==> src/rtl/fetch_unit.sv <==
// fetch_unit: instruction fetch front end.
// Issues word-aligned reads to instruction memory, buffers returned words with their PCs
// in a DEPTH-entry prefetch FIFO, and presents them to decode over valid/ready.
// A redirect flushes the FIFO, drops in-flight responses and restarts at the new PC.
// Optional build macro FETCH_BYPASS_EN: an empty FIFO forwards a live response
// combinationally to the INST_* outputs in the same cycle.

module fetch_unit #(
  parameter int unsigned DEPTH    = 4,
  parameter logic [31:0] RESET_PC = 32'h0
) (
  input  logic        CLK,
  input  logic        RST,
  input  logic        REDIRECT_VALID,
  input  logic [31:0] REDIRECT_PC,
  output logic        IMEM_REQ_VALID,
  input  logic        IMEM_REQ_READY,
  output logic [31:0] IMEM_REQ_ADDR,
  input  logic        IMEM_RESP_VALID,
  input  logic [31:0] IMEM_RESP_DATA,
  output logic        INST_VALID,
  input  logic        INST_READY,
  output logic [31:0] INST_DATA,
  output logic [31:0] INST_PC
);

  localparam int unsigned CntW = $clog2(DEPTH + 1);
  localparam int unsigned PtrW = $clog2(DEPTH);
  localparam logic [CntW:0] CreditMax = (CntW + 1)'(DEPTH);

  localparam logic [0:0] StRun   = 1'b0;
  localparam logic [0:0] StFlush = 1'b1;

  logic [0:0]      state_q, state_d;
  logic [31:0]     fetch_pc_q, fetch_pc_d;
  logic [31:0]     resp_pc_q, resp_pc_d;
  logic [CntW-1:0] outst_q, outst_d;
  logic [CntW-1:0] occ_q, occ_d;
  logic [CntW-1:0] drop_q, drop_d;
  logic [PtrW-1:0] rd_ptr_q, rd_ptr_d;
  logic [PtrW-1:0] wr_ptr_q, wr_ptr_d;

  // Each entry holds {pc, instruction}.
  logic [63:0]     fifo_mem [DEPTH];

  logic [CntW:0]   credit_used;
  logic            fifo_empty;
  logic            req_fire;
  logic            resp_run;
  logic            bypass;
  logic            push;
  logic            pop;

  assign fifo_empty  = (occ_q == '0);
  assign credit_used = {1'b0, occ_q} + {1'b0, outst_q};

  // A response is live (kept) only in RUN and not in a redirect cycle.
  assign resp_run = IMEM_RESP_VALID && (state_q == StRun) && !REDIRECT_VALID && !RST;

`ifdef FETCH_BYPASS_EN
  assign bypass = resp_run && fifo_empty;
`else
  assign bypass = 1'b0;
`endif

  // Slots are reserved per request, so a live response is never refused.
  assign push = resp_run && !(bypass && INST_READY);
  assign pop  = INST_VALID && INST_READY && !fifo_empty;

  // Request side: credit check against FIFO space plus in-flight requests.
  always_comb begin
    IMEM_REQ_VALID = !RST && (state_q == StRun) && (credit_used < CreditMax) && !REDIRECT_VALID;
    IMEM_REQ_ADDR  = fetch_pc_q;
  end

  assign req_fire = IMEM_REQ_VALID && IMEM_REQ_READY;

  // Decode-side outputs: FIFO head, or the live response when bypass is built in.
  always_comb begin
    INST_VALID = 1'b0;
    INST_DATA  = '0;
    INST_PC    = '0;
    if (!RST) begin
      if (!fifo_empty) begin
        INST_VALID         = 1'b1;
        {INST_PC, INST_DATA} = fifo_mem[rd_ptr_q];
      end
`ifdef FETCH_BYPASS_EN
      else if (resp_run) begin
        INST_VALID = 1'b1;
        INST_DATA  = IMEM_RESP_DATA;
        INST_PC    = resp_pc_q;
      end
`endif
    end
  end

  // Next-state logic; a redirect overrides all other updates in its cycle.
  always_comb begin
    state_d    = state_q;
    fetch_pc_d = fetch_pc_q;
    resp_pc_d  = resp_pc_q;
    outst_d    = outst_q;
    occ_d      = occ_q;
    drop_d     = drop_q;
    rd_ptr_d   = rd_ptr_q;
    wr_ptr_d   = wr_ptr_q;

    if (REDIRECT_VALID) begin
      fetch_pc_d = REDIRECT_PC & ~32'h3;
      resp_pc_d  = REDIRECT_PC & ~32'h3;
      occ_d      = '0;
      rd_ptr_d   = '0;
      wr_ptr_d   = '0;
      // The response landing this cycle is dropped here; the rest drain in FLUSH.
      drop_d     = outst_q - CntW'(IMEM_RESP_VALID);
      outst_d    = outst_q - CntW'(IMEM_RESP_VALID);
      state_d    = (drop_d != '0) ? StFlush : StRun;
    end else if (state_q == StRun) begin
      if (req_fire) begin
        fetch_pc_d = fetch_pc_q + 32'd4;
      end
      if (req_fire && !IMEM_RESP_VALID) begin
        outst_d = outst_q + CntW'(1);
      end else if (!req_fire && IMEM_RESP_VALID) begin
        outst_d = outst_q - CntW'(1);
      end
      if (IMEM_RESP_VALID) begin
        resp_pc_d = resp_pc_q + 32'd4;
      end
      if (push) begin
        wr_ptr_d = wr_ptr_q + PtrW'(1);
      end
      if (pop) begin
        rd_ptr_d = rd_ptr_q + PtrW'(1);
      end
      if (push && !pop) begin
        occ_d = occ_q + CntW'(1);
      end else if (pop && !push) begin
        occ_d = occ_q - CntW'(1);
      end
    end else begin
      if (IMEM_RESP_VALID) begin
        outst_d = outst_q - CntW'(1);
        drop_d  = drop_q - CntW'(1);
        if (drop_q == CntW'(1)) begin
          state_d = StRun;
        end
      end
    end
  end

  // Control state with asynchronous reset.
  always_ff @(posedge CLK or posedge RST) begin
    if (RST) begin
      state_q    <= StRun;
      fetch_pc_q <= RESET_PC;
      resp_pc_q  <= RESET_PC;
      outst_q    <= '0;
      occ_q      <= '0;
      drop_q     <= '0;
      rd_ptr_q   <= '0;
      wr_ptr_q   <= '0;
    end else begin
      state_q    <= state_d;
      fetch_pc_q <= fetch_pc_d;
      resp_pc_q  <= resp_pc_d;
      outst_q    <= outst_d;
      occ_q      <= occ_d;
      drop_q     <= drop_d;
      rd_ptr_q   <= rd_ptr_d;
      wr_ptr_q   <= wr_ptr_d;
    end
  end

  // FIFO storage; contents are qualified by occupancy, so no reset is needed.
  always_ff @(posedge CLK) begin
    if (push) begin
      fifo_mem[wr_ptr_q] <= {resp_pc_q, IMEM_RESP_DATA};
    end
  end

endmodule

==> config.mk <==
export PLATFORM = sky130hd
export DESIGN_NAME = fetch_unit
export DESIGN_NICKNAME = d
export VERILOG_FILES = /design/src/rtl/fetch_unit.sv
export SDC_FILE = /design/constraint.sdc
export NUM_CORES = 1
export LEC_CHECK = 0
export ABC_CLOCK_PERIOD_IN_PS = 20500
export CAP_MARGIN = 20
export CELL_PAD_IN_SITES_DETAIL_PLACEMENT = 1
export CELL_PAD_IN_SITES_GLOBAL_PLACEMENT = 1
export CORE_ASPECT_RATIO = 1.2
export CORE_MARGIN = 1.5
export CORE_UTILIZATION = 27
export CTS_CLUSTER_SIZE = 40
export DETAILED_ROUTE_END_ITERATION = 10
export DONT_BUFFER_PORTS = 1
export PLACE_DENSITY_LB_ADDON = 0.1
export REMOVE_ABC_BUFFERS = 1
export SETUP_SLACK_MARGIN = 0.05
export SKIP_CTS_REPAIR_TIMING = 1
export SLEW_MARGIN = 20
export SYNTH_ARGS = -nofsm -noshare
export SYNTH_HDL_FRONTEND = slang
export SYNTH_SLANG_ARGS = --single-unit
==> constraint.sdc <==
create_clock -name CLK -period 20.5 [get_ports CLK]
set_clock_uncertainty 0.05 [all_clocks]
set_input_delay 6.15 -clock CLK [delete_from_list [all_inputs] [get_ports CLK]]
set_output_delay 6.15 -clock CLK [all_outputs]
set_load 0.1 [all_outputs]
; ---- Word-level counts from Yosys, hierarchy flattened
; Memory sizes are Yosys's and may differ from the RTL's.
; Index checks and enable logic that the tools add are counted.
[totals]
memories = 1
inputBits = 70
ff_bits = 78
ram_bits = 256
[memory_table]
columns = memory, depth, word_bits, rd, rd_ports_with_merged_regs, wr, line
row1 = fifo_mem, 4, 64, 1, 0, 1, 44  ; logic [63:0] fifo_mem [DEPTH];
[op_classes]
muxes = 37
addsub = 11
n_lt_le_gt_ge = 1
n_eq_ne = 3
n_reduce_logical = 36
bitwise_logic = 1
[ops]
columns = op, count
row1 = 32-bit two-way mux, 10
row2 = "32-bit by 3-bit adder with 32-bit output, second input constant", 2
row3 = 3-bit two-way mux, 12
row4 = 2-bit AND reduction, 7
row5 = 1-bit logical AND, 13
row6 = 2-bit two-way mux, 6
row7 = 2-bit nonzero test, 5
row8 = 1-bit two-way mux, 9
row9 = "3-bit by 1-bit subtractor with 3-bit output, second input constant", 3
row10 = 1-bit logical NOT, 7
row11 = "3-bit by 1-bit adder with 3-bit output, second input constant", 2
row12 = 3-bit nonzero test, 2
row13 = "2-bit by 1-bit adder with 2-bit output, second input constant", 2
row14 = 3-bit by 3-bit adder with 4-bit output, 1
row15 = "4-bit by 3-bit < comparator with 1-bit output, second input constant", 1
row16 = 4-bit nonzero test, 1
row17 = "3-bit by 1-bit == test with 1-bit output, second input constant", 1
row18 = 3-bit logical NOT, 1
row19 = "3-bit inequality test, second input constant", 1
row20 = 3-bit by 1-bit subtractor with 3-bit output, 1
row21 = "2-bit inequality test, second input constant", 1
row22 = 1-bit inverter, 1

; ---- Longest topological paths before layout
; Gate-level depths: netlist of run 1.
[depth]
depth_word = 11
depth_mapped = 11

; ---- Worst setup path before layout of run 1
; OpenSTA, ideal clock, no wires.
[synth_path]
path_type = input port to output port
start = input RST
end = output INST_PC[22]
path_slack_ps = 4620
arrival_time_ps = 9680
path_buffers = 1
required_ps = 14300
cell_stages = 3
cell_sequence = inv_1 clkbuf_1 and3_1
[synth_via]
elab_chain_cells = 1
[synth_lines]
columns = item, line
row1 = "start, declared", 13  ; input logic RST,
row2 = 32-bit two-way mux, 83  ; if (!RST) begin
row3 = "end, declared", 24  ; output logic [31:0] INST_PC
; No other way between the ends.

; ---- Worst setup path in the final report of run 1
[layout_path]
start = input RST
end = output INST_PC[20]
; The elaborated chain is that of the path after synthesis.

==> results of run 1 <==
## per-layer routing
layer  part of all wire, %  GRT usage [%]  up-vias  routed length, um
met4                   2.3           4.18        0                810
met3                   5.2           3.50       55               1860
met1                    44           17.8     3920              15600
li1                      -              -     3421                  -
met2                    49           23.5      148              17600
met5                     0              0        -                  0
## kinds of logic (layout without fill, tap and decap cells)
family | count (synthesis) | after routing
adders and majority gates | 16 | 16
buffers and inverters | 70 | 97
AOI/OAI and AO/OA | 92 | 92
xor gates and xnor gates | 46 | 46
other | 1 | 4
DFF | 322 | 322
muxes | 75 | 75
and+or+nand+nor | 260 | 260
## worst paths after layout
| kind | startpoint | end | slack, ps | cells after the start |
|---|---|---|---|---|
| worst max-delay path | RST | INST_PC[20] | 6160 | 3 |
| worst min-delay path | outst_q[2] | outst_q[2] | 480 | 1 |
| worst max register to register | occ_q[0] | occ_q[2] | 16550 | 8 |
| worst min register to register | outst_q[2] | outst_q[2] | 480 | 1 |
| max in group asynchronous | RST | rd_ptr_q[1] | 13320 | 3 |
| min in group asynchronous | RST | occ_q[0] | 5530 | 1 |
## power groups by stage
stage	Sequential, mW	Combinational [mW]	Clock (mW)
floorplan	0.817	0.162	0
global placement	0.828	0.192	0
detailed placement	0.829	0.195	0
CTS	0.816	0.195	0.708
global route	0.821	0.210	0.729
finish	0.815	0.191	0.679
## cells in the mapped netlist, types with 2 or more instances
library cell  number  area [um2]
mux2i_1            4        40.0
nor2b_1            6        37.5
nor3_2             3        30.0
nand3_1           26         130
buf_1              4        15.0
nor2_1            30         113
nand3b_1           8        60.1
and3_1            72         450
o21ai_1           46         230
nand2b_1           3        18.8
clkbuf_1          26        97.6
or3_1              4        25.0
a31oi_1            2        12.5
inv_1             15        56.3
buf_2             16        80.1
o311ai_1          12         105
dfrtp_1           74        1850
nor4_2             2        25.0
clkinv_1           2        7.51
ha_1              15         188
o21a_1             2        15.0
o21ai_0            2        10.0
edfxtp_1         248        7450
nand4_1           22         138
a41oi_1            4        35.0
and2_1             9        56.3
xor2_1            19         166
mux4_2            62        1400
nor4_1             5        31.3
or2_2              2        12.5
xnor2_1           27         236
mux2_2             9         101
nor3_1             9        45.0
o211ai_1           5        37.5
a21oi_1           13        65.1
buf_4              4        30.0
or4_1              3        22.5
and4_1             2        17.5
inv_2              2        7.51
nand2_1           49         184
## registers in the layout, indices dropped and copies added, names as in the netlist
register / flops
resp_pc_q: 30
IMEM_REQ_ADDR: 30
occ_q: 3
rd_ptr_q: 2
wr_ptr_q: 2
fifo_mem: 248
outst_q: 3
state_q: 1
drop_q: 3
## per-stage QoR
stage | area, um2 | instances
final | 15700 | 1556
after global routing | 15700 | 1556
after CTS | 15700 | 1556
after detailed placement | 14500 | 1491
after global placement | 14500 | 1491
after floorplan | 13600 | 834
## layout make-up
type	instances	area, um2	share of cell area (%)
flip-flops and latches	322	9300	59.2
multi-input cells	493	4210	26.8
clock buffers	49	1070	6.78
well taps	644	806	5.12
clock inverters	16	169	1.07
repair buffers	13	97.6	0.621
inverters	19	73.8	0.469
==> results.yml, run 1 <==
run_status:
  outcome: "finished clean"
die:
  fp.dieArea_um2: 52500
  initial_core_util_pct: 27.4
  io_pins: 168
  core.rowCount: 90
  die_h_um: 251
  die_w_um: 209
  core-area_um2: 50300
power:
  p_leak_nw: 5.33
  p_sw_mw: 0.487
  switching_share_pct: 28.9
  p_int_mw: 1.20
  combinationalPowerShare_pct: 11.3
  p_seq_share_pct: 48.4
  ir_drop_v: 0.0000404
  power_frac_clock_pct: 40.3
  finalPower_mw: 1.69
  powerDensity_nw_per_um2: 107
synthesis:
  yosysWarnings: 0
  syn_area_um2: 13800
  ys_ff_latch: 322
  synth_simple_gate_area_share_pct: 10.6
  synth-async-reset-ratio_pct: 23.0
  synth_top_family_by_area: "multiplexers"
  synth.avg_cell_area_um2: 15.6
  synth_cell_types: 54
  synth-compound-area-share_pct: 4.18
  synth_mux_area_share_pct: 11.1
  yosysSeqAreaShare_pct: 67.4
  synth_xor_area_share_pct: 2.92
  synth_ff_type: "edfxtp_1"
  synth_edf_count: 248
  netlist_instances: 882
  synth_fa_ha_area_share_pct: 1.51
critical_path:
  cpPeakStageDelay_ps: 910
  cp_data_arrival_time_ps: 8140
  crit_path_end_kind: "output pin"
  crit_chain: "inv_4 -> buf_4 -> and3_1"
  cpMaxStageDelayCell: "and3_1"
  critPathBufInv: 2
  cpLargestDelayFamily: "buffers and inverters"
  path_class: "in2out"
  cp_max_fo: 61
  cp-start-kind: "input pin"
  required_ps: 14300
cells_and_area:
  synthToLayoutAreaGrowth_pct: 14.0
  finalNetCount: 974
  final_cell_mix: "edfxtp_1 (248), dfrtp_1 (72), and3_1 (72)"
  final_core_util_pct: 31.2
  mostFrequentLayoutCell: "edfxtp_1"
  drive_above_1_share_pct: 16.9
  n_antenna_cell: 0
  n_fill_cell: 5208
timing:
  rsz0062_at_grt: "false"
  setup_slack_ps: 6160
  slew_viol_final: 0
  fin_crit_sh_pct: 70.0
  whs_ps: 479
  setup_viol: 0
  max_freq_mhz: 69.7
  hold_violations: 0
  tns_ps: 0
  relSlewSlack_pct: 25.9
  tightest_slew_ps: 1110
  post-route-min-period_ps: 14340
routing:
  vias_per_cell: 4.85
  drc_errors: 0
  drtPass1Iterations: 4
  drtIter0Drc: 311
  ant_nets: 0
  wl_per_cell_um: 23.1
  wirelength_um: 35900
  vias: 7544
clocking:
  cts_buffer_depth: 3
  cts_buffers: 39
  clock_latency_ps: 540
  clk_pin_slew_worst_paths_ps: 60
  ctsRootBufferMaster: "clkbuf_16"
  cts_tree: "built"
  h-tree-depth: 2
  cts_sinks: 322
placement:
  gp_congestion: 0.717
  dp_hpwl_um: 22600
  pre_cts_ws_ps: 6060
  io_buffers: 0
grt:
  antenna_found_initial: 1
  grt_pass1_vias: 8401
  overflow: 0
  grt_max_degree: 93
  grt_pass1_wl_um: 55100
  grt_usage_pct: 14.0
job:
  cap_violations: 0
min_path:
  hold_class: "reg2reg"
Power figures use the tool's default switching activity.
==> inputs of run 2 (changes only) <==
Settings changed: ABC_CLOCK_PERIOD_IN_PS 20500 to 13000.
Clock period 20.5 ns to 13 ns, I/O delays scaled along.
==> run 2 against run 1 <==
Clock-buffer cell count is 2 lower. Wire length shrank 0.29%. Critical endpoint unchanged. Critical path type unchanged. Die area unchanged. Largest power group unchanged. Critical path depth is 1 lower. First-iteration DRC count shrank 7.4%.
==> results.yml, run 2 (synthesized netlist as in run 1, its figures left out) <==
placement:
  gp_congestion: 0.711
  pre_cts_ws_ps: 3400
  dp_hpwl_um: 22600
  io_buffers: 0
cells_and_area:
  mostFrequentLayoutCell: "edfxtp_1"
  register_area_um2: 9300
  largest_reg_flops: 248
  multi_input_area_um2: 4210
  n_fill_cell: 5189
  synthToLayoutAreaGrowth_pct: 13.9
  drive_above_1_share_pct: 16.9
  finalNetCount: 971
  n_antenna_cell: 0
  final_cell_mix: "edfxtp_1 (248), dfrtp_1 (72), and3_1 (72)"
  top_register: "fifo_mem"
grt:
  grt_pass1_wl_um: 55400
  grt_usage_pct: 14.0
  overflow: 0
  grt_max_degree: 96
  grt_pass1_vias: 8371
  antenna_found_initial: 2
routing:
  vias_per_cell: 4.83
  drtPass1Iterations: 4
  wl_per_cell_um: 23.0
  vias: 7504
  drc_errors: 0
  ant_nets: 0
  wirelength_um: 35800
  drtIter0Drc: 288
timing:
  whs_ps: 486
  setup_slack_ps: 3460
  post-route-min-period_ps: 9540
  tightest_slew_ps: 1090
  rsz0062_at_grt: "false"
  setup_viol: 0
  max_freq_mhz: 105
  tns_ps: 0
  relSlewSlack_pct: 27.4
  fin_crit_sh_pct: 73.4
  hold_violations: 0
  slew_viol_final: 0
clocking:
  cts_buffer_depth: 3
  cts_buffers: 37
  clk_pin_slew_worst_paths_ps: 60
  clock_latency_ps: 530
  h-tree-depth: 2
  ctsRootBufferMaster: "clkbuf_16"
  cts_sinks: 322
  cts_tree: "built"
min_path:
  hold_class: "reg2reg"
  holdPathStages: 1
run_status:
  outcome: "finished clean"
die:
  core.rowCount: 90
  initial_core_util_pct: 27.4
  die_h_um: 251
  die_w_um: 209
  io_pins: 168
  core-area_um2: 50300
  fp.dieArea_um2: 52500
critical_path:
  cpPeakStageDelay_ps: 950
  worst-path-stages: 2
  cpLargestDelayFamily: "simple AND/OR/NAND/NOR gates"
  rr_worst_depth: 8
  critPathBufInv: 1
  cp-start-kind: "input pin"
  crit_chain: "inv_4 -> and3_1"
  cp_data_arrival_time_ps: 5590
  cpMaxStageDelayCell: "and3_1"
  path_class: "in2out"
  cp_max_fo: 95
  required_ps: 9050
  crit_path_end_kind: "output pin"
power:
  p_leak_nw: 5.32
  ir_drop_v: 0.0000743
  powerDensity_nw_per_um2: 170
job:
  cap_violations: 0
==> run 2: changes by cell type in the layout (fill, tap and decap cells not counted), sizes merged <==
cell    change
buf         -1
bufinv      +3
clkbuf      -2
clkinv      -2
==> run 2: layout make-up <==
cell class / instances / share of cell area, %
inverter: 19 / 0.470
tap: 644 / 5.13
multi-input combinational: 493 / 26.8
timing repair buffer: 12 / 0.574
sequential: 322 / 59.2
clock buffer: 47 / 6.13
clock inverter: 17 / 1.63
==> run 2: report_power, final <==
| part | switching (mW) | internal (mW) | leakage [nW] |
|---|---|---|---|
| Sequential | 0.129 | 1.16 | 3.13 |
| Clock | 0.416 | 0.661 | 0.596 |
| Combinational | 0.222 | 0.0807 | 1.59 |
==> run 2: worst reg2reg max path, stage by stage (launching register included) <==
cell,delay [ps]
dfrtp_1,430
or3_4,520
and2_1,960
a21boi_1,200
fa_1,460
a2111oi_4,320
a41oi_1,100
or3_1,370
a21oi_1,160
==> run 2: final timing paths <==
path                       slack [ps]       start           to
max                              3460         RST  INST_PC[20]
min                               490  outst_q[2]   outst_q[2]
max reg2reg                      9360    occ_q[0]     occ_q[2]
min reg2reg                       490  outst_q[2]   outst_q[2]
max in group asynchronous        8280         RST  rd_ptr_q[0]
min in group asynchronous        3400         RST     occ_q[0]
==> run 2: per-layer routing <==
layer	share of wire, %	vias up	global-route usage [%]
met5	0	-	0
met4	2.4	0	4.31
met3	4.8	48	3.32
met2	48	140	23.2
met1	44	3885	18.2
li1	-	3431	-
==> run 2: per-stage QoR <==
step	utilization, %	instance area (um2)	total power, mW	cells
2_1_floorplan	-	13600	1.54	834
3_3_place_gp	28.8	14500	1.61	1490
3_5_place_dp	28.8	14500	1.61	1490
4_1_cts	31.2	15700	2.72	1554
5_1_grt	31.2	15700	2.78	1554
6_report	31.2	15700	2.66	1554
==> inputs of run 3 (changes only) <==
Settings changed: ABC_CLOCK_PERIOD_IN_PS 13000 to 8660.
Clock period 13 ns to 8.66 ns, I/O delays scaled along.
==> run 3 against run 2 <==
Design area is 0.70% higher. Utilization is 0.22 points higher. Sequential cell count stayed put.
==> results.yml, run 3 (synthesized netlist as in run 1, its figures left out) <==
critical_path:
  critPathBufInv: 1
  cp-start-kind: "input pin"
  cpPeakStageDelay_ps: 930
  cpLargestDelayFamily: "simple AND/OR/NAND/NOR gates"
  path_class: "in2out"
  crit_chain: "inv_4 -> and3_1"
  cp_max_fo: 74
  rr_worst_depth: 8
  rrSetupSlack_ps: 5220
  cp_data_arrival_time_ps: 4040
  required_ps: 6010
  cpMaxStageDelayCell: "and3_1"
  crit_path_end_kind: "output pin"
  r2r_end: "occ_q[2]"
  rr_startpoint: "occ_q[0]"
cells_and_area:
  largest_reg_flops: 248
  n_fill_cell: 5188
  synthToLayoutAreaGrowth_pct: 14.7
  top_register: "fifo_mem"
  n_antenna_cell: 0
  finalNetCount: 974
  drive_above_1_share_pct: 17.6
  mostFrequentLayoutCell: "edfxtp_1"
  final_cell_mix: "edfxtp_1 (248), dfrtp_1 (72), and3_1 (72)"
job:
  cap_violations: 0
timing:
  post-route-min-period_ps: 6680
  rsz0062_at_grt: "false"
  slew_viol_final: 0
  max_freq_mhz: 150
  tightest_slew_ps: 1130
  whs_ps: 480
  fin_crit_sh_pct: 77.2
  setup_viol: 0
  tns_ps: 0
  hold_violations: 0
  relSlewSlack_pct: 24.6
routing:
  wl_per_cell_um: 22.9
  wirelength_um: 35700
  vias: 7619
  wl_met1_um: 15400
  drc_errors: 0
  highest-signal-layer: "met4"
  drtIter0Drc: 294
  vias_per_cell: 4.89
  wl_met2_um: 17700
  drtPass1Iterations: 4
  met3WireLength_um: 1870
  ant_nets: 0
grt:
  grt_pass1_wl_um: 54900
  overflow: 0
  antenna_found_initial: 1
  grt_max_degree: 93
  grt_pass1_vias: 8320
  grt_usage_pct: 14.0
power:
  ir_drop_v: 0.000101
  p_leak_nw: 5.37
  powerDensity_nw_per_um2: 258
die:
  die_h_um: 251
  io_pins: 168
  die_w_um: 209
  core-area_um2: 50300
  initial_core_util_pct: 27.4
  core.rowCount: 90
  fp.dieArea_um2: 52500
min_path:
  whs_endpoint: "outst_q[2]"
  min_from: "outst_q[2]"
  holdPathStages: 1
  hold_class: "reg2reg"
clocking:
  cts_sinks: 322
  clk_pin_slew_worst_paths_ps: 50
  clock_latency_ps: 540
  cts_tree: "built"
  h-tree-depth: 2
  cts_buffer_depth: 3
  ctsRootBufferMaster: "clkbuf_16"
  cts_buffers: 38
placement:
  dp_hpwl_um: 22700
  gp_congestion: 0.705
  io_buffers: 0
run_status:
  outcome: "finished clean"
-- run 3: worst max path at each step --
stage               cells past startpoint  from      endpoint  slack [ps]
CTS                                     2   RST    INST_VALID        1900
global route                            2   RST    INST_VALID        1850
global placement                        2   RST    INST_VALID        1970
finish                                  2   RST   INST_PC[21]        1980
detailed placement                      2   RST    INST_VALID        1890
floorplan                               2   RST  INST_DATA[0]         280
-- run 3: where the power goes --
part	switching, mW	total (mW)	leakage, nW	internal [mW]
sequential	0.194	1.93	3.13	1.73
clock	0.638	1.69	0.641	1.06
combinational	0.334	0.459	1.60	0.126
total	1.17	4.08	5.37	2.92
-- run 3: layout make-up --
| cell class | instances | area [um2] | share of cell area (%) |
|---|---|---|---|
| inverters | 19 | 73.8 | 0.467 |
| well taps | 644 | 806 | 5.09 |
| flip-flops and latches | 322 | 9300 | 58.8 |
| repair buffers | 14 | 118 | 0.744 |
| multi-input cells | 493 | 4210 | 26.6 |
| clock buffers | 53 | 1090 | 6.90 |
| clock inverters | 13 | 214 | 1.35 |
-- run 3: per-layer routing --
metal / vias to the layer above / global-route usage (%)
met4: 0 / 4.14
li1: 3431 / -
met3: 49 / 3.39
met5: - / 0
met1: 3978 / 17.8
met2: 161 / 23.5
-- run 3: metrics by stage --
| stage | total power, mW | setup slack, ps | instance area [um2] | utilization, % | std cells |
|---|---|---|---|---|---|
| 6_report | 4.08 | 1980 | 15800 | 31.4 | 1558 |
| 5_1_grt | 4.25 | 1850 | 15800 | 31.4 | 1558 |
| 4_1_cts | 4.15 | 1900 | 15800 | 31.4 | 1557 |
| 3_5_place_dp | 2.42 | 1890 | 14500 | 28.8 | 1491 |
| 3_3_place_gp | 2.42 | 1970 | 14500 | 28.8 | 1491 |
| 2_1_floorplan | 2.32 | 279 | 13600 | - | 834 |
==> variant 1: new RTL, config.mk and constraints of run 1 <==
The option `FETCH_BYPASS_EN` is turned on by a define.
--- a/src/rtl/fetch_unit.sv
+++ b/src/rtl/fetch_unit.sv
@@ -5,4 +5,6 @@
 // Optional build macro FETCH_BYPASS_EN: an empty FIFO forwards a live response
 // combinationally to the INST_* outputs in the same cycle.
+
+`define FETCH_BYPASS_EN
 
 module fetch_unit #(
Formal check against the unedited RTL: not equivalent (a bounded check fails within 4 cycles, from zero or initial values and one cycle with RST high).
==> variant 1 against run 1 <==
- area after synthesis is 2.9% higher
- worst setup slack worse by 730 ps
- design area grew 7.0%
- total power is 1.8% higher
- register-to-register slack improved by 560 ps
- wire length increased by 10%
- sequential cell count is the same
- critical endpoint is now INST_DATA[12]
- largest power group unchanged
- highest routed layer unchanged
==> variant 1: results (changes against run 1) <==
.. list-table::
   :header-rows: 1

   * - Metric
     - Value
   * - Vias in the first global route
     - 9,264 (+10%)
   * - Final GP Congestion
     - 0.702 (-2.1%)
   * - Reg with most FFs
     - fifo_mem
   * - Status
     - completed
   * - Highest fanout seen on the critical path
     - 36 (-41%)
   * - Cell area after placement
     - 15,500 um^2 (+6.7%)
   * - Fraction of synthesized area in multiplexers
     - 11.1% (-0.018 points)
   * - Ratio of routed vias to standard cells
     - 4.81 (-0.70%)
   * - Compound-gate portion of the synthesized area
     - 6.10% (+1.9 points)
   * - Data arrival time of the worst path
     - 8880 ps (+740 ps)
   * - Final Util
     - 32.6% (+1.3 points)
   * - Pin count of the biggest net entering global routing
     - 95 (+2.2%)
   * - Fillers
     - 5,452 (+4.7%)
   * - Ranking of synthesized cells by instance count
     - sky130_fd_sc_hd__edfxtp_1 (248), sky130_fd_sc_hd__nand2_1 (170), sky130_fd_sc_hd__dfrtp_1 (74)
   * - Portion of the post-synthesis area used by sequential elements
     - 65.5% (-1.9 points)
   * - Fraction of met1 tracks used by global routing
     - 19.4% (+1.6 points)
   * - Antenna violations before repair
     - 0 (-1)
   * - Cell with the largest stage delay on the worst path
     - sky130_fd_sc_hd__a21oi_2
   * - Static Leak
     - 5.53 nW (+3.8%)
   * - Pin slew with the least headroom to its limit
     - 1200 ps (+88.6 ps)
   * - Net switching share of the total power
     - 30.5% (+1.6 points)
   * - Drt wl/cell
     - 22.4 um (-2.9%)
   * - DPL Wire Length
     - 23.8 mm (+5.4%)
   * - Maximum cell stage delay along the critical path
     - 970 ps (+60 ps)
   * - Initial DRC Count
     - 356 (+14%)
   * - Number of nets at the end of the flow
     - 1,122 (+15%)
   * - Pre-CTS WS
     - 5440 ps (-619 ps)
   * - Global routing usage on met2
     - 24.7% (+1.2 points)
   * - Worst hold path class
     - flip-flop to flip-flop
   * - Fraction of met3 tracks used by global routing
     - 3.56% (+0.061 points)
   * - Kind of cell adding the most delay to the critical path
     - simple AND/OR/NAND/NOR gates
   * - H-tree depth
     - 2 (unchanged)
   * - Wire length of the first global-routing pass
     - 59.5 mm (+8.0%)
   * - Xor-xnor portion of the synthesized cell area
     - 2.71% (-0.21 points)
   * - Post-synthesis adder-cell area fraction
     - 1.46% (-0.043 points)
   * - Share of cells above drive strength 1
     - 23.5% (+6.6 points)
[variant 1: through the flow]
step | total power [mW] | std cells
5_1_grt | 1.79 | 1762
6_report | 1.71 | 1762
3_5_place_dp | 1.05 | 1692
2_1_floorplan | 0.974 | 956
3_3_place_gp | 1.04 | 1692
4_1_cts | 1.74 | 1762
[variant 1: layout make-up]
class	count	area share, %
clock buffers	49	6.33
clock inverters	21	1.09
inverters	21	0.476
multi-input cells	613	29.9
flip-flops and latches	322	55.3
well taps	697	5.18
repair buffers	39	1.74
[variant 1: cells by family after synthesis]
group / Yosys count
compound gates: 149
xor+xnor: 44
fa+ha+maj: 16
buf+inv: 77
flops: 322
mux: 79
other cells: 1
simple gates: 321
[variant 1: worst reg2reg max path: stages (launching register included)]
cell and delay, ps:
sky130_fd_sc_hd__dfrtp_1 510, sky130_fd_sc_hd__nor2b_1 450, sky130_fd_sc_hd__nand2b_1 240, sky130_fd_sc_hd__a211oi_2 540, sky130_fd_sc_hd__and2_4 500, sky130_fd_sc_hd__buf_4 700
[variant 1: power groups by stage]
stage	Clock, mW	Combinational, mW	Sequential, mW
after floorplan	0	0.160	0.814
after global placement	0	0.220	0.822
after detailed placement	0	0.223	0.822
after CTS	0.710	0.224	0.809
after global routing	0.734	0.243	0.813
final	0.682	0.224	0.808
[variant 1: worst paths after layout]
check	from	endpoint	slack, ps	cells past startpoint
setup / recovery	IMEM_RESP_VALID	INST_DATA[12]	5420	6
hold / removal	occ_q[2]	occ_q[2]	540	1
setup reg to reg	state_q	fifo_mem[3][61]	17110	5
hold reg to reg	occ_q[2]	occ_q[2]	540	1
max in group asynchronous	RST	rd_ptr_q[0]	13810	2
min in group asynchronous	RST	occ_q[0]	5380	1
[variant 1: routing by layer]
| metal | part of all wire (%) | vias to the layer above |
|---|---|---|
| li1 | - | 3852 |
| met1 | 45 | 4434 |
| met2 | 48 | 159 |
| met3 | 4.8 | 38 |
| met4 | 1.7 | 0 |
| met5 | 0 | - |
==> variant 2: new RTL, config.mk and constraints of run 1 <==
Made on the original files. Reset style: synchronous (`RST`), changed in one clocked block. Comments in the files are not updated.
--- a/src/rtl/fetch_unit.sv
+++ b/src/rtl/fetch_unit.sv
@@ -152,5 +152,5 @@
 
   // Control state with asynchronous reset.
-  always_ff @(posedge CLK or posedge RST) begin
+  always_ff @(posedge CLK) begin
     if (RST) begin
       state_q    <= StRun;
Behaviour: differs if RST is asserted again (counterexample within 4 cycles, from zero or initial values and one cycle with RST high); with RST held inactive, the same outputs for 4 cycles.
==> variant 2 against run 1 <==
- area after synthesis increased by 0.46%
- worst setup slack improved by 240 ps
- sequential cell count increased by 2
- synthesized cell count increased by 5.1%
- global-route usage decreased by 0.14 points
- wire length increased by 0.15%
- design area increased by 0.53%
Power is not compared: it rests on default switching activity, and its combinational part moved more than twofold at a synthesized area within 25%.
==> variant 2: results (changes against run 1) <==
.. list-table::
   :header-rows: 1

   * - Metric
     - Value
   * - Fraction of synthesized area in multiplexers
     - 10.6% (-0.54 points)
   * - Total length of routed met2 wires
     - 17.5 mm (-0.34%)
   * - Portion of the post-synthesis area used by sequential elements
     - 64.7% (-2.7 points)
   * - Worst IR Drop VDD
     - 53.1 uV
   * - Xor-xnor portion of the synthesized cell area
     - 2.91% (-0.013 points)
   * - Pre-CTS WS
     - 6370 ps (+306 ps)
   * - Final GP Congestion
     - 0.693 (-3.4%)
   * - Number of buffers created by CTS
     - 39 (unchanged)
   * - Data arrival time of the worst path
     - 7910 ps (-230 ps)
   * - M1 wire length
     - 15.7 mm (+0.35%)
   * - Pin count of the biggest net entering global routing
     - 65 (-30%)
   * - DPL Wire Length
     - 22.0 mm (-2.7%)
   * - Worst hold path class
     - flip-flop to flip-flop
   * - Share of cells above drive strength 1
     - 18.0% (+1.1 points)
   * - Static Leak
     - 5.02 nW
   * - Async set or reset register ratio after synthesis
     - 0% (-23 points)
   * - Syn Inst Count
     - 927 (+5.1%)
   * - Fraction of met1 tracks used by global routing
     - 17.2% (-0.59 points)
   * - Unique cell type count in the Yosys netlist
     - 73 (+35%)
   * - Vias in the first global route
     - 8,431 (+0.36%)
   * - Cell with the largest stage delay on the worst path
     - sky130_fd_sc_hd__and2_1
   * - Non-filler instance count after layout
     - 1,602 (+3.0%)
   * - Compound-gate portion of the synthesized area
     - 5.75% (+1.6 points)
   * - Reg-to-reg critical path startpoint
     - IMEM_REQ_ADDR[6]
   * - Cell types occupying the most area after synthesis
     - sky130_fd_sc_hd__edfxtp_1 (54%), sky130_fd_sc_hd__dfxtp_1 (11%), sky130_fd_sc_hd__mux4_2 (10%), sky130_fd_sc_hd__and2_1 (3.0%), sky130_fd_sc_hd__xnor2_1 (1.8%)
   * - Global routing usage on met2
     - 23.5% (-0.069 points)
   * - Initial DRC Count
     - 308 (-0.96%)
   * - Ranking of synthesized cells by instance count
     - sky130_fd_sc_hd__edfxtp_1 (248), sky130_fd_sc_hd__dfxtp_1 (76), sky130_fd_sc_hd__and2_1 (66)
   * - Maximum cell stage delay along the critical path
     - 890 ps (-20 ps)
   * - Startpoint of the lowest-slack hold path
     - wr_ptr_q[1]
   * - Total track usage
     - 13.9% (-0.14 points)
   * - Number of cells after detailed placement
     - 1,531 (+2.7%)
   * - Total length of routed wires
     - 35.9 mm (+0.15%)
   * - Kind of cell adding the most delay to the critical path
     - simple AND/OR/NAND/NOR gates
   * - Number of vias after detailed routing
     - 7,672 (+1.7%)
   * - Fraction of met3 tracks used by global routing
     - 3.62% (+0.12 points)
   * - Highest fanout seen on the critical path
     - 64 (+4.9%)
   * - Pin slew with the least headroom to its limit
     - 1150 ps (+33.6 ps)
   * - Status
     - completed
   * - Number of nets at the end of the flow
     - 1,015 (+4.2%)
   * - Wire length of the first global-routing pass
     - 54.7 mm (-0.58%)
   * - Antenna violations before repair
     - 0 (-1)
   * - WL met3
     - 1.81 mm (-2.9%)
-- variant 2: changes by cell type after synthesis, sizes merged, moves of 8 or more --
cell / run 1 / this run
a211oi: 1 / 11
a21boi: 1 / 19
a21oi: 13 / 38
and2: 9 / 66
and3: 72 / 13
dfrtp: 74 / 0
dfxtp: 0 / 76
inv: 17 / 28
nor2: 30 / 42
o21ai: 48 / 15
o311ai: 12 / 4
-- variant 2: layout make-up --
class | count | area (um^2) | area share, %
diodes | 2 | 5.00 | 0.0317
clock buffers | 51 | 1070 | 6.79
clock inverters | 18 | 224 | 1.42
inverters | 28 | 105 | 0.665
multi-input cells | 521 | 4510 | 28.6
flip-flops and latches | 324 | 8980 | 56.8
well taps | 644 | 806 | 5.10
repair buffers | 14 | 105 | 0.665
-- variant 2: path summary, 6_finish.rpt --
path                  endpoint  slack, ps  cells after the start
max              INST_DATA[23]       6390                      3
min                wr_ptr_q[1]        460                      2
max reg2reg  IMEM_REQ_ADDR[29]      17220                      5
min reg2reg        wr_ptr_q[1]        460                      2
